--- src/rtl/vga_pkg.sv ---
// vga_pkg -- shared VGA 640x480@60 timing constants and the 16-entry
// 12-bit palette used by vga_compositor and palette_lut.
// Timing: H_* / V_* are counter values; *_SYNC_END is exclusive.
// No ports (package).
package vga_pkg;

  localparam logic [9:0] H_ACTIVE     = 10'd640;
  localparam logic [9:0] H_SYNC_START = 10'd656;
  localparam logic [9:0] H_SYNC_END   = 10'd752;
  localparam logic [9:0] H_TOTAL      = 10'd800;
  localparam logic [9:0] H_LAST       = H_TOTAL - 10'd1;

  localparam logic [9:0] V_ACTIVE     = 10'd480;
  localparam logic [9:0] V_SYNC_START = 10'd490;
  localparam logic [9:0] V_SYNC_END   = 10'd492;
  localparam logic [9:0] V_TOTAL      = 10'd525;
  localparam logic [9:0] V_LAST       = V_TOTAL - 10'd1;

  typedef logic [11:0] rgb_t;

  // Classic 16-colour EGA-style palette, {R,G,B} nibbles.
  localparam rgb_t PALETTE [16] = '{
    12'h000, 12'h00A, 12'h0A0, 12'h0AA,
    12'hA00, 12'hA0A, 12'hA50, 12'hAAA,
    12'h555, 12'h55F, 12'h5F5, 12'h5FF,
    12'hF55, 12'hF5F, 12'hFF5, 12'hFFF
  };

endpackage

--- src/rtl/vga_compositor_palette_lut.sv ---
// palette_lut -- registered palette lookup.
// Ports:
//   clk   : pixel clock
//   rst   : asynchronous active-high reset, clears rgb
//   index : 4-bit palette index
//   blank : forces the registered colour to black (outside active video)
//   rgb   : registered 12-bit {R,G,B} colour, one cycle after index
module palette_lut
  import vga_pkg::*;
(
  input  logic        clk,
  input  logic        rst,
  input  logic [3:0]  index,
  input  logic        blank,
  output logic [11:0] rgb
);

  always_ff @(posedge clk or posedge rst) begin
    if (rst) begin
      rgb <= '0;
    end else if (blank) begin
      rgb <= '0;
    end else begin
      rgb <= PALETTE[index];
    end
  end

endmodule

--- src/rtl/vga_compositor.sv ---
// vga_compositor -- 640x480 VGA timing generator and sprite-layer compositor.
// Generates the raster counters, broadcasts the 160x120 canvas position
// (x,y) to external 1-cycle-registered sprite modules, picks the lowest
// valid layer (else BG_INDEX), looks it up in the palette and emits
// registered RGB with hsync/vsync aligned 3 cycles after the counters.
// Ports:
//   clk, rst            : pixel clock, asynchronous active-high reset
//   x, y                : canvas column/row (counters >> 2)
//   layerIndex          : packed 4-bit palette index per layer
//   layerValid          : per-layer opaque flag
//   red, green, blue    : 4-bit colour channels
//   hsync, vsync        : active-low sync
//   frameStart          : one-cycle pulse when counters wrap to (0,0)
// Optional build macro: SCANLINE_DIM_EN halves the colour on odd lines.
module vga_compositor
  import vga_pkg::*;
#(
  parameter int         NUM_LAYERS = 4,
  parameter logic [3:0] BG_INDEX   = 4'd0
) (
  input  logic                    clk,
  input  logic                    rst,
  output logic [9:0]              x,
  output logic [9:0]              y,
  input  logic [4*NUM_LAYERS-1:0] layerIndex,
  input  logic [NUM_LAYERS-1:0]   layerValid,
  output logic [3:0]              red,
  output logic [3:0]              green,
  output logic [3:0]              blue,
  output logic                    hsync,
  output logic                    vsync,
  output logic                    frameStart
);

  logic [9:0] h_count_reg;
  logic [9:0] v_count_reg;
  logic       frame_start_reg;
  logic       h_wrap;
  logic       v_wrap;

  assign h_wrap = (h_count_reg == H_LAST);
  assign v_wrap = (v_count_reg == V_LAST);

  always_ff @(posedge clk or posedge rst) begin
    if (rst) begin
      h_count_reg     <= '0;
      v_count_reg     <= '0;
      frame_start_reg <= 1'b0;
    end else begin
      h_count_reg     <= h_wrap ? 10'd0 : h_count_reg + 10'd1;
      if (h_wrap) begin
        v_count_reg <= v_wrap ? 10'd0 : v_count_reg + 10'd1;
      end
      // Registered so the pulse lands on the cycle the counters read (0,0).
      frame_start_reg <= h_wrap && v_wrap;
    end
  end

  assign x          = {2'b00, h_count_reg[9:2]};
  assign y          = {2'b00, v_count_reg[9:2]};
  assign frameStart = frame_start_reg;

  // Stage 0 flags decoded straight from the counters. Sync flags are kept
  // active-high inside the pipeline so a cleared pipeline means "no sync".
  logic act_s0;
  logic hs_s0;
  logic vs_s0;

  assign act_s0 = (h_count_reg < H_ACTIVE) && (v_count_reg < V_ACTIVE);
  assign hs_s0  = (h_count_reg >= H_SYNC_START) && (h_count_reg < H_SYNC_END);
  assign vs_s0  = (v_count_reg >= V_SYNC_START) && (v_count_reg < V_SYNC_END);

  // Stage 1 lines up with the sprite modules' registered outputs.
  logic act_d1_reg, hs_d1_reg, vs_d1_reg;
  // Stage 2 holds the selected index.
  logic act_d2_reg, hs_d2_reg, vs_d2_reg;
  logic [3:0] sel_index_reg;
  logic [3:0] sel_index_next;
  // Stage 3 is the output register set.
  logic hsync_reg, vsync_reg;

  logic [3:0] layer_idx [NUM_LAYERS];

  for (genvar gi = 0; gi < NUM_LAYERS; gi++) begin : g_unpack
    assign layer_idx[gi] = layerIndex[4*gi +: 4];
  end

  // Lowest-numbered valid layer wins; the descending scan lets the lowest
  // k overwrite any higher one. Off-canvas positions fall back to BG_INDEX
  // and are blanked further down anyway.
  always_comb begin
    sel_index_next = BG_INDEX;
    if (act_d1_reg) begin
      for (int k = NUM_LAYERS - 1; k >= 0; k--) begin
        if (layerValid[k]) begin
          sel_index_next = layer_idx[k];
        end
      end
    end
  end

  always_ff @(posedge clk or posedge rst) begin
    if (rst) begin
      act_d1_reg    <= 1'b0;
      hs_d1_reg     <= 1'b0;
      vs_d1_reg     <= 1'b0;
      act_d2_reg    <= 1'b0;
      hs_d2_reg     <= 1'b0;
      vs_d2_reg     <= 1'b0;
      sel_index_reg <= '0;
      hsync_reg     <= 1'b1;
      vsync_reg     <= 1'b1;
    end else begin
      act_d1_reg    <= act_s0;
      hs_d1_reg     <= hs_s0;
      vs_d1_reg     <= vs_s0;
      act_d2_reg    <= act_d1_reg;
      hs_d2_reg     <= hs_d1_reg;
      vs_d2_reg     <= vs_d1_reg;
      sel_index_reg <= sel_index_next;
      hsync_reg     <= ~hs_d2_reg;
      vsync_reg     <= ~vs_d2_reg;
    end
  end

  assign hsync = hsync_reg;
  assign vsync = vsync_reg;

  logic [11:0] rgb_reg;

  palette_lut u_palette (
    .clk   (clk),
    .rst   (rst),
    .index (sel_index_reg),
    .blank (~act_d2_reg),
    .rgb   (rgb_reg)
  );

`ifdef SCANLINE_DIM_EN
  // Line parity travels with the pixel so dimming matches the output row.
  logic vodd_d1_reg, vodd_d2_reg, vodd_d3_reg;

  always_ff @(posedge clk or posedge rst) begin
    if (rst) begin
      vodd_d1_reg <= 1'b0;
      vodd_d2_reg <= 1'b0;
      vodd_d3_reg <= 1'b0;
    end else begin
      vodd_d1_reg <= v_count_reg[0];
      vodd_d2_reg <= vodd_d1_reg;
      vodd_d3_reg <= vodd_d2_reg;
    end
  end

  assign red   = vodd_d3_reg ? {1'b0, rgb_reg[11:9]} : rgb_reg[11:8];
  assign green = vodd_d3_reg ? {1'b0, rgb_reg[7:5]}  : rgb_reg[7:4];
  assign blue  = vodd_d3_reg ? {1'b0, rgb_reg[3:1]}  : rgb_reg[3:0];
`else
  assign red   = rgb_reg[11:8];
  assign green = rgb_reg[7:4];
  assign blue  = rgb_reg[3:0];
`endif

endmodule

--- config.mk ---
export PLATFORM = sky130hd
export DESIGN_NAME = vga_compositor
export DESIGN_NICKNAME = d
export VERILOG_FILES = /design/src/rtl/vga_pkg.sv /design/src/rtl/vga_compositor_palette_lut.sv /design/src/rtl/vga_compositor.sv
export SDC_FILE = /design/constraint.sdc
export NUM_CORES = 1
export LEC_CHECK = 0
export CAP_MARGIN = 20
export CORE_ASPECT_RATIO = 1.1
export CORE_UTILIZATION = 45
export DETAILED_ROUTE_END_ITERATION = 8
export PLACE_DENSITY = 0.81
export SLEW_MARGIN = 25
export SYNTH_ARGS = -nofsm -noshare
export SYNTH_HDL_FRONTEND = slang
export SYNTH_SLANG_ARGS = --single-unit
--- constraint.sdc ---
create_clock -name clk -period 2.2 [get_ports clk]
set_input_delay 0.22 -clock clk [delete_from_list [all_inputs] [get_ports clk]]
set_output_delay 0.22 -clock clk [all_outputs]
set_load 0.05 [all_outputs]
==> results.md, run 1 <==
Synth:
- The number of distinct library cell variants in the gate-level netlist after synthesis is 40.
- The biggest area contributor in the post-synthesis netlist is sky130_fd_sc_hd__dfrtp_1.
- Counting flops with an async set or reset pin after synthesis yields a share of 1.00.
- The prevailing post-synth register cell is sky130_fd_sc_hd__dfrtp_1.
- The count of synthesis-stage warnings from yosys is 0.
- The count of flip-flops with a built-in enable after synthesis is 0.
- The count of state elements after synthesis is 38.
- The share of synthesized area in the top cell type comes to 0.465.
- The synthesized netlist cell count is 181.
- The cell area after synthesis is 1940 um^2.
- After synthesis, the cell types taking the most area are sky130_fd_sc_hd__dfrtp_1 46%, sky130_fd_sc_hd__buf_4 10%, sky130_fd_sc_hd__xnor2_1 4.1%.
- The part of the Yosys area used for sequential elements is 0.492.
- In this run the mean area of a mapped cell was 10.7 um^2.

Setup path:
- The cell family with the largest share of critical-path delay is buffers and inverters.
- The worst setup path is of the reg2out kind.
- The data required time of the worst path is 1.98 ns.
- Walking the worst path, the cells encountered are clkdlybuf4s50_1.
- The number of cells on the worst reg-to-reg path is 5.
- The largest stage delay on the critical path is 0.86 ns.
- In this run the number of cells on the critical path is 1.
- STA classifies the critical path startpoint as a flip-flop.
- The master of the slowest instance on the critical path is sky130_fd_sc_hd__clkdlybuf4s50_1.
- The buffer and inverter count on the worst path is 1.
- The largest driver fanout on the critical path is 8.
- At the worst endpoint, the arrival time is 1.66 ns.
- The worst setup path is captured at a primary output.

GRT:
- The first global-routing pass estimated 6.02 mm of wire.
- The total overflow left after global routing is 0.
- The number of global-route vias before repair came to 1348.
- For this run, the total global-route usage over all layers was measured as 0.174.
- Entering global routing, the biggest net connects 39 pins.
- The number of antenna violations at the first check in global routing is 0.

STA:
- For the finished layout, the period the worst path requires is 1.88 ns.
- The number of pins exceeding their max-slew limit in the final report is 0.
- Dividing the final minimum period by the clock period gives 0.855.
- The transition time at the pin with the least slew margin is 0.527 ns.
- Measured against its own limit, the worst slew margin works out to 0.648.
- Setup violations remaining at the end of the flow were counted as 0.
- Setup repair after global routing left no endpoint under its margin.
- The count of endpoints failing hold in the final timing report is 0.
- In the final timing run, aggregate negative setup slack is 0 ns.
- The worst setup skew after layout is 0.00265 ns.
- The highest clock frequency the design can meet is 531 MHz.

Drt:
- The via count normalized by instance count is 5.10.
- The wire length after detailed routing is 3.42 mm.
- The detailed router finished its first iteration with 25 violations.
- The DRC violations left is 0.
- The first detailed-routing pass ran for 4 iterations.
- The count of vias placed by the detailed router is 1367.
- The final routed wire length divided by cell count is 12.8 um.
- The detail route stage leaves a number of antenna-violating nets equal to 0.

Clock network:
- The clock-pin slew reported for the worst setup and hold paths after clock tree synthesis is 0.07 ns.
- Buffers added to address setup during post-CTS repair amount to 0.
- The clock passes through at most 2 buffers.
- The tree is rooted in a sky130_fd_sc_hd__clkbuf_8.
- For this design, the CTS-stage hold fixing added 0 buffers.
- The clock net in this run drives a total of 38 sinks.
- The count of cells resized by post-cts repair is 0.
- The worst-skew pair later-pin latency is 0.28 ns.
- TritonCTS built the clock tree.
- Counting the buffers created by CTS gives 5.
- The H-tree was split into 2 levels.

Worst hold path:
- The path category of the worst min-delay check is in2async.

Floorplan:
- The die width is 64.6 um.
- The floorplan step set the die height to 70.9 um.
- The floorplan step defined a core boundary enclosing 4050 um^2.
- The count of boundary I/O pins is 57.
- The initial utilization of the core area, before any placement, comes to 0.478.
- The number of placement rows is 24.
- The die covers 4580 um^2.

Finish:
- The count of filler cells inserted in the layout is 327.
- Compared with the post-synthesis result, the final layout area differs by 27.2%.
- For this run, the share of the core covered by cells in the final layout is 0.609.
- Of the cells placed in the final design, the portion with a size suffix greater than 1 is 0.0880.
- The final-stage net count is 241.
- The antenna diode instance count is 0.

Outcome:
- The flow ran to the end, and the final reports show no timing, DRC or antenna violations.

Placed design:
- The weighted congestion at the end of routability-driven global placement is 0.837.
- Buffers placed on the I/O ports in this run total 52.
- Summed over all nets, the half-perimeter wirelength after detailed placement is 2.58 mm.

Pwr:
- Dividing total power by cell area gives a power density of 673 nW/um^2.
- The leakage power is 1.07 nW.
- The worst-case IR drop observed on VDD is 0.000528 V.

Flow run:
- The total of max-cap violations is 0.
[final timing paths]
kind                                 from              to  slack (ns)
max                        h_count_reg[8]            x[6]        0.32
min in group clk                vs_d1_reg       vs_d2_reg        0.35
max in group asynchronous             rst           vsync        1.53
min                                   rst       hs_d2_reg        0.33
min reg2reg                     vs_d1_reg       vs_d2_reg        0.35
max reg2reg                h_count_reg[0]  v_count_reg[8]        0.51
[per-stage QoR]
step | hold slack (ns) | area [um^2] | std cells | worst slack, ns | power (mW)
floorplan | 0.331 | 1950 | 184 | 0.665 | 0.888
global placement | 0.335 | 2320 | 260 | 0.592 | 0.953
detailed placement | 0.343 | 2320 | 260 | 0.533 | 0.957
CTS | 0.345 | 2470 | 268 | 0.302 | 1.68
global route | 0.372 | 2470 | 268 | 0.245 | 1.72
finish | 0.334 | 2470 | 268 | 0.318 | 1.66
[cell type report]
type / count / area [um^2] / share of cell area
well taps: 52 / 65.1 / 0.0264
multi-input cells: 104 / 729 / 0.296
clock buffers: 6 / 82.6 / 0.0335
inverters: 13 / 48.8 / 0.0198
repair buffers: 53 / 528 / 0.214
flip-flops and latches: 38 / 953 / 0.386
clock inverters: 2 / 60.1 / 0.0243
[routing by layer]
metal  up-vias  track usage  wire, um
li1        663            -         -
met1       659        0.204      1470
met2        37        0.294      1750
met3         8       0.0548       133
met4         0       0.0716        63
met5         -            0         0
[cells in the mapped netlist (all sizes together), types with 5 or more instances]
cell type and number:
xnor2 9, buf 28, o21ai 6, nand4 6, nand3 9, and2 5, nand2 5, nor2 13
inv 13, dfrtp 36, nor4 5
[cell families after synthesis]
logic type | Yosys count | share of synthesized area
and+or+nand+nor | 59 | 0.197
buffers and inverters | 42 | 0.138
DFF | 38 | 0.492
AOI/OAI and AO/OA | 23 | 0.0813
xor gates and xnor gates | 13 | 0.0587
adders and majority gates | 4 | 0.0258
other | 1 | 0.00193
muxes | 1 | 0.00581
[power by group]
group	switching [mW]	internal, mW	total [mW]
registers	0.00821	0.714	0.722
clock network	0.237	0.483	0.720
logic	0.133	0.0864	0.219
total	0.377	1.28	1.66
[worst min-delay path: stages]
cell and delay [ns]:
sky130_fd_sc_hd__clkdlybuf4s50_1 0.39, sky130_fd_sc_hd__inv_1 0.05, sky130_fd_sc_hd__buf_4 0.39
[placed cells by master, fill, tap and decap left out, types with 2 or more instances in the layout]
cell type,netlist,routed
sky130_fd_sc_hd__and3_1,2,2
sky130_fd_sc_hd__a221oi_1,3,3
sky130_fd_sc_hd__nand2_1,5,5
sky130_fd_sc_hd__nor2_1,12,12
sky130_fd_sc_hd__nor2b_1,2,2
sky130_fd_sc_hd__nor3_1,3,3
sky130_fd_sc_hd__xor2_1,4,4
sky130_fd_sc_hd__xnor2_1,9,9
sky130_fd_sc_hd__a21oi_1,4,4
sky130_fd_sc_hd__and2_1,5,5
sky130_fd_sc_hd__inv_1,13,13
sky130_fd_sc_hd__ha_1,4,4
sky130_fd_sc_hd__dfstp_2,2,2
sky130_fd_sc_hd__nand3_1,9,9
sky130_fd_sc_hd__conb_1,1,4
sky130_fd_sc_hd__bufinv_16,0,2
sky130_fd_sc_hd__dfrtp_1,36,36
sky130_fd_sc_hd__clkdlybuf4s50_1,0,52
sky130_fd_sc_hd__nand4_1,6,6
sky130_fd_sc_hd__nor4_1,3,3
sky130_fd_sc_hd__a22o_1,4,4
sky130_fd_sc_hd__o21ai_0,6,6
sky130_fd_sc_hd__o21a_1,3,3
sky130_fd_sc_hd__clkbuf_8,0,6
Power figures use the tool's default switching activity.
==> run 2, diff against run 1 <==
==> constraint.sdc (replaced) <==
create_clock -name clk -period 2.2 [get_ports clk]
set_input_delay 0.33 -clock clk [delete_from_list [all_inputs] [get_ports clk]]
set_output_delay 0.33 -clock clk [all_outputs]
set_load 0.05 [all_outputs]
==> run 2 against run 1 <==
Net effect:
- sequential share of layout area up 0.76 points
- die area stayed put
- critical path type unchanged
- power decreased by 14%
- global-route usage about the same
- final area is 1.9% lower
- non-clock buffer count stayed put
==> results.md, run 2 (synthesis gave the netlist of run 1 again) <==
Floorplan:
- The starting density of the core is 0.478 (unchanged).
- The die width was 64.6 um (unchanged).
- The area of the die is 4580 um^2 (unchanged).
- The number of placement rows is 24 (unchanged).
- The area of the core region was 4050 um^2 (unchanged).
- The count of boundary I/O pins is 57 (unchanged).
- The vertical die dimension is 70.9 um (unchanged).

Setup path:
- The slack of the worst reg-to-reg path is 0.50 ns (about the same).
- The master of the slowest instance on the critical path is sky130_fd_sc_hd__clkdlybuf4s50_1.
- The largest driver fanout on the critical path is 8 (unchanged).
- The critical path is of the reg2out type.
- The kind of start point of the critical path is a flip-flop.
- The critical path arrival came to 1.66 ns (about the same).
- The signal on the critical path passes through clkdlybuf4s50_1.
- The largest stage delay on the critical path was 0.86 ns (about the same).
- The buffer and inverter count on the worst path is 1 (unchanged).
- The cell family with the largest share of critical-path delay is buffers and inverters.
- STA classifies the critical path endpoint as a primary output.
- The data required time of the worst path is 1.87 ns (-0.11 ns).

GRT:
- The number of global-route vias before repair was 1315 (-2.4%).
- The first-pass GRT wire length is 5.86 mm (-2.6%).
- The number of antenna violations at the first check in global routing was 0 (unchanged).
- The largest net degree at the start of global routing came to 39 (unchanged).
- The total routing resource utilization after global routing is 0.174 (about the same).
- The final global-route overflow total is 0 (unchanged).

Pwr:
- The leakage power is 1.04 nW (-2.3%).
- The peak supply drop is 0.000259 V (-51%).
- The logic gate share of total power is 0.152 (+0.020).
- The power density over the cells is 594 nW/um^2 (-12%).
- The total net switching power came to 0.385 mW (+2.0%).
- The clock share of power came to 0.345 (-0.088).
- The internal portion of total power was 1.05 mW (-18%).
- The switching share of power is 0.268 (+0.0407).
- The sequential share of power is 0.503 (+0.068).

STA:
- The transition time at the pin with the least slew margin is 0.519 ns (-0.00726 ns).
- Setup repair after global routing left no endpoint under its margin.
- The count of endpoints failing hold in the final timing report is 0 (unchanged).
- The remaining max-slew budget at the tightest pin was 0.653 (+0.00486).
- The worst setup skew after layout was 0.00516 ns (+0.00252 ns).
- The number of pins exceeding their max-slew limit in the final report came to 0 (unchanged).
- The part of the cycle the worst path needs is 0.906 (+0.0506).
- The setup TNS is 0 ns (unchanged).
- The highest clock frequency the design can meet is 502 MHz (-5.6%).
- The number of endpoints failing setup at the final stage is 0 (unchanged).
- The final critical path time including I/O delays and setup is 1.99 ns (+0.111 ns).
- The final worst-path setup slack is 0.207 ns (-0.111 ns).

Clock network:
- The count of cells resized by post-cts repair was 0 (unchanged).
- The TritonCTS buffer count is 5 (unchanged).
- The clock-pin slew reported for the worst setup and hold paths after clock tree synthesis is 0.08 ns (about the same).
- The number of clock sinks seen by CTS came to 38 (unchanged).
- The number of H-tree levels was 2 (unchanged).
- The number of buffers inserted by post-CTS setup repair is 0 (unchanged).
- The maximum clock insertion buffer count was 2 (unchanged).
- TritonCTS built the clock tree.
- In this run the clock root is driven by a sky130_fd_sc_hd__clkbuf_8.
- The worst-skew pair later-pin latency was 0.29 ns (about the same).
- The count of hold buffers inserted by post-cts repair is 0 (unchanged).

Finish:
- The area used by multi-input combinational logic is 729 um^2 (unchanged).
- The share of cells above drive strength 1 is 0.0880 (unchanged).
- The antenna diode instance count was 0 (unchanged).
- The count of filler cells inserted in the layout is 348 (+6.4%).
- The final-stage net count is 241 (unchanged).
- The area taken by flip-flops and latches is 953 um^2 (unchanged).
- In the layout the commonest cells are 52 x sky130_fd_sc_hd__clkdlybuf4s50_1, 36 x sky130_fd_sc_hd__dfrtp_1, 13 x sky130_fd_sc_hd__inv_1, 12 x sky130_fd_sc_hd__nor2_1.
- The signed area change from the synthesized netlist to the final layout is 24.8%.
- The most common library cell in the layout ignoring fill and taps is sky130_fd_sc_hd__clkdlybuf4s50_1.

Drt:
- The via count normalized by instance count is 4.97 (-2.5%).
- The wire length after detailed routing came to 3.47 mm (+1.6%).
- The count of vias placed by the detailed router is 1333 (-2.5%).
- The first-iteration detailed-routing DRC count is 25 (unchanged).
- The DRC violations left is 0 (unchanged).
- The first-pass detailed-route iteration total is 4 (unchanged).
- The residual antenna-violating net count after detailed routing is 0 (unchanged).
- The final routed wire length divided by cell count is 13.0 um (+1.6%).

Placed design:
- The number of port buffers is 52 (unchanged).
- The worst slack at placement is 0.519 ns (-0.0135 ns).
- The weighted congestion at the end of routability-driven global placement is 0.763 (-8.8%).
- The detailed-placement wirelength estimate is 2.69 mm (+4.2%).

Outcome:
- The flow ran to the end, and the final reports show no timing, DRC or antenna violations.

Flow run:
- The total of max-cap violations is 0 (unchanged).

Worst hold path:
- In this run the worst hold path is classified as reg2reg.
[run 2: cell count changes in the layout (fill, tap and decap cells not counted), sizes merged]
cell / delta
bufinv: -2
clkinv: +1
clkinvlp: +1
[run 2: per-stage QoR]
stage,cells,cell area (um^2),total power [mW],hold WS [ns],util
after floorplan,184,1950,0.888,0.331,-
after global placement,260,2320,0.954,0.333,0.573
after detailed placement,260,2320,0.957,0.336,0.573
after CTS,268,2420,1.46,0.353,0.597
after global routing,268,2420,1.50,0.371,0.597
final,268,2420,1.44,0.351,0.597
[run 2: final timing paths]
check | from | to | depth (start not counted)
setup / recovery | h_count_reg[8] | x[6] | 1
max in group asynchronous | rst | vsync | 3
hold / removal | hs_d2_reg | hsync | 1
hold reg to reg | hs_d2_reg | hsync | 1
min in group asynchronous | rst | hs_d2_reg | 3
setup reg to reg | h_count_reg[0] | v_count_reg[8] | 5
[run 2: cell type report]
type                       count  share of cell area
sequential                    38               0.394
multi-input combinational    104               0.301
timing repair buffer          53               0.218
clock buffer                   6              0.0341
tap                           52              0.0269
inverter                      13              0.0202
clock inverter                 2             0.00517
[run 2: routing by layer]
layer	routed length, um	track usage	vias up
met5	0	0	-
met1	1470	0.193	631
met3	110	0.0516	8
li1	-	-	660
met4	79	0.0914	0
met2	1810	0.298	34
[run 2: power by group through the flow]
stage | clock (mW) | combinational (mW) | sequential [mW]
2_1_floorplan | 0 | 0.121 | 0.768
3_3_place_gp | 0 | 0.218 | 0.735
3_5_place_dp | 0 | 0.221 | 0.737
4_1_cts | 0.513 | 0.221 | 0.723
5_1_grt | 0.540 | 0.232 | 0.724
6_report | 0.496 | 0.219 | 0.722
==> run 3, diff against run 2 <==
CORE_UTILIZATION = 51   (was 45)
CTS_CLUSTER_SIZE = 14   (was default)
PLACE_DENSITY = 0.89   (was 0.81)
==> run 3 against run 2 <==
Net effect:
- final area grew 1.7%
- combinational power is essentially flat
- largest cell class unchanged
- clock skew grew 0.0031 ns
- final cell count shrank 0.75%
- worst setup slack lost 0.045 ns
- non-clock buffer count is the same
- sequential power is essentially flat
- worst hold slack is essentially flat
- via count grew 4.9%
- first-iteration DRC count grew 150%
- count of clock-buffer cells in the layout shrank 1
- largest power group unchanged
- core utilization grew 8.1 points
- highest routed layer unchanged
==> results.md, run 3 (synthesis gave the netlist of run 1 again) <==
Outcome:
- The flow ran to the end, and the final reports show no timing, DRC or antenna violations.

Clock network:
- The number of clock sinks seen by CTS came to 38 (unchanged).
- The clock-pin slew reported for the worst setup and hold paths after clock tree synthesis came to 0.08 ns (about the same).
- The count of hold buffers inserted by post-cts repair came to 0 (unchanged).
- The number of buffers inserted by post-CTS setup repair came to 0 (unchanged).
- The TritonCTS clock tree is built.
- The cell sitting at the root of the clock tree is a sky130_fd_sc_hd__clkbuf_8.
- The maximum clock insertion buffer count is 2 (unchanged).
- The TritonCTS buffer count is 5 (unchanged).
- The count of cells resized by post-cts repair came to 0 (unchanged).
- The worst-skew pair later-pin latency was 0.29 ns (about the same).
- The number of H-tree levels is 2 (unchanged).

Drt:
- The wire length after detailed routing was 3.81 mm (+9.9%).
- The first-iteration detailed-routing DRC count is 62 (+150%).
- The first-pass detailed-route iteration total is 4 (unchanged).
- The DRC violations left is 0 (unchanged).
- The residual antenna-violating net count after detailed routing is 0 (unchanged).
- The final routed wire length divided by cell count is 14.3 um (+11%).
- The count of vias placed by the detailed router was 1398 (+4.9%).
- The via count normalized by instance count came to 5.26 (+5.7%).

Placed design:
- The number of port buffers came to 52 (unchanged).
- The total instance count after detailed placement is 258 (-0.77%).
- The worst slack at placement was 0.417 ns (-0.102 ns).
- The weighted congestion at the end of routability-driven global placement is 0.806 (+5.6%).
- The detailed-placement wirelength estimate is 2.77 mm (+3.0%).

Pwr:
- The clock share of power is 0.428 (+0.083).
- The sequential share of power is 0.437 (-0.066).
- The internal portion of total power is 1.25 mW (+19%).
- The logic gate share of total power is 0.135 (-0.017).
- The leakage power is 1.06 nW (+2.0%).
- The total net switching power is 0.399 mW (+3.6%).
- The switching share of power came to 0.241 (-0.0266).
- The peak supply drop was 0.000410 V (+58%).
- The overall power was 1.65 mW (+15%).
- The power density over the cells is 672 nW/um^2 (+13%).

Finish:
- Relative to the synthesized area, the layout overhead comes to 26.8%.
- The antenna diode instance count is 0 (unchanged).
- The final non-filler cell total is 266 (-0.75%).
- The final-stage net count is 241 (unchanged).
- The library cells used most frequently in the layout, excluding fill and tap cells, are 52 x sky130_fd_sc_hd__clkdlybuf4s50_1, 36 x sky130_fd_sc_hd__dfrtp_1, 13 x sky130_fd_sc_hd__inv_1, 12 x sky130_fd_sc_hd__nor2_1.
- The library cell used most frequently in the layout, excluding fill and tap cells, is sky130_fd_sc_hd__clkdlybuf4s50_1.
- The share of cells above drive strength 1 is 0.0880 (unchanged).
- The count of filler cells inserted in the layout is 277 (-20%).
- The area used by multi-input combinational logic was 729 um^2 (unchanged).
- The area taken by flip-flops and latches is 953 um^2 (unchanged).

STA:
- The highest clock frequency the design can meet is 491 MHz (-2.2%).
- The final worst-path setup slack was 0.162 ns (-0.0450 ns).
- The number of pins exceeding their max-slew limit in the final report is 0 (unchanged).
- The final critical path time including I/O delays and setup came to 2.04 ns (+0.0450 ns).
- The count of endpoints failing hold in the final timing report is 0 (unchanged).
- The worst slack on hold paths is 0.351 ns (+0.000424 ns).
- The number of endpoints failing setup at the final stage is 0 (unchanged).
- The setup TNS is 0 ns (unchanged).
- The worst setup skew after layout is 0.00823 ns (+0.00307 ns).
- The remaining max-slew budget at the tightest pin is 0.654 (+0.00145).
- The part of the cycle the worst path needs is 0.926 (+0.0205).
- The transition time at the pin with the least slew margin is 0.517 ns (-0.00217 ns).
- Setup repair after global routing left no endpoint under its margin.

Floorplan:
- The die width was 60.8 um (-5.9%).
- The count of boundary I/O pins is 57 (unchanged).
- The number of placement rows is 23 (-4.2%).
- The vertical die dimension came to 66.7 um (-5.9%).
- The area of the core region is 3630 um^2 (-11%).
- The starting density of the core is 0.535 (+0.0565).
- The area of the die came to 4050 um^2 (-11%).

GRT:
- The first-pass GRT wire length was 6.69 mm (+14%).
- The largest net degree at the start of global routing is 39 (unchanged).
- The number of global-route vias before repair is 1436 (+9.2%).
- The final global-route overflow total came to 0 (unchanged).
- The number of antenna violations at the first check in global routing came to 0 (unchanged).
- The total routing resource utilization after global routing came to 0.231 (+0.0567).

Setup path:
- The critical path arrival came to 1.71 ns (+0.05 ns).
- STA classifies the critical path startpoint as a flip-flop.
- STA classifies the critical path endpoint as a primary output.
- The data required time of the worst path is 1.87 ns (about the same).
- Walking the worst path, the cells encountered are clkdlybuf4s50_1.
- The largest driver fanout on the critical path was 8 (unchanged).
- The buffer and inverter count on the worst path is 1 (unchanged).
- The cell family contributing the most delay on the critical path is buffers and inverters.
- The setup path with the least slack is of type reg2out.
- The largest stage delay on the critical path came to 0.88 ns (+0.02 ns).
- The master of the slowest instance on the critical path is sky130_fd_sc_hd__clkdlybuf4s50_1.

Flow run:
- The total of max-cap violations is 0 (unchanged).

Worst hold path:
- The worst hold path belongs to the class reg2reg.
-- run 3: worst paths after layout --
check	start	to	slack, ns	cells past startpoint
min in group asynchronous	rst	v_count_reg[5]	0.44	3
max in group asynchronous	rst	hsync	1.41	3
worst max register to register	h_count_reg[0]	v_count_reg[8]	0.52	5
worst min-delay path	vs_d1_reg	vs_d2_reg	0.35	0
worst max-delay path	h_count_reg[8]	x[6]	0.16	1
worst min register to register	vs_d1_reg	vs_d2_reg	0.35	0
-- run 3: area by class of cell --
cell class | count | area share
well taps | 50 | 0.0254
repair buffers | 53 | 0.215
clock buffers | 5 | 0.0280
inverters | 13 | 0.0198
multi-input cells | 104 | 0.297
clock inverters | 3 | 0.0280
flip-flops and latches | 38 | 0.388
-- run 3: per-layer routing --
layer	GRT usage	part of all wire	up-vias
met5	0	0	-
met3	0.0680	0.052	12
met2	0.401	0.55	49
met4	0.108	0.026	0
li1	-	-	663
met1	0.253	0.37	674
-- run 3: per-stage QoR --
stage	util	cell area, um^2
after CTS	0.678	2460
final	0.678	2460
after global placement	0.640	2320
after floorplan	-	1950
after detailed placement	0.640	2320
after global routing	0.678	2460
-- run 3: power groups by stage --
stage               sequential [mW]  combinational, mW  clock (mW)
global placement              0.735              0.218           0
global route                  0.725              0.239       0.748
floorplan                     0.768              0.121           0
detailed placement            0.737              0.224           0
finish                        0.723              0.222       0.708
CTS                           0.723              0.224       0.721
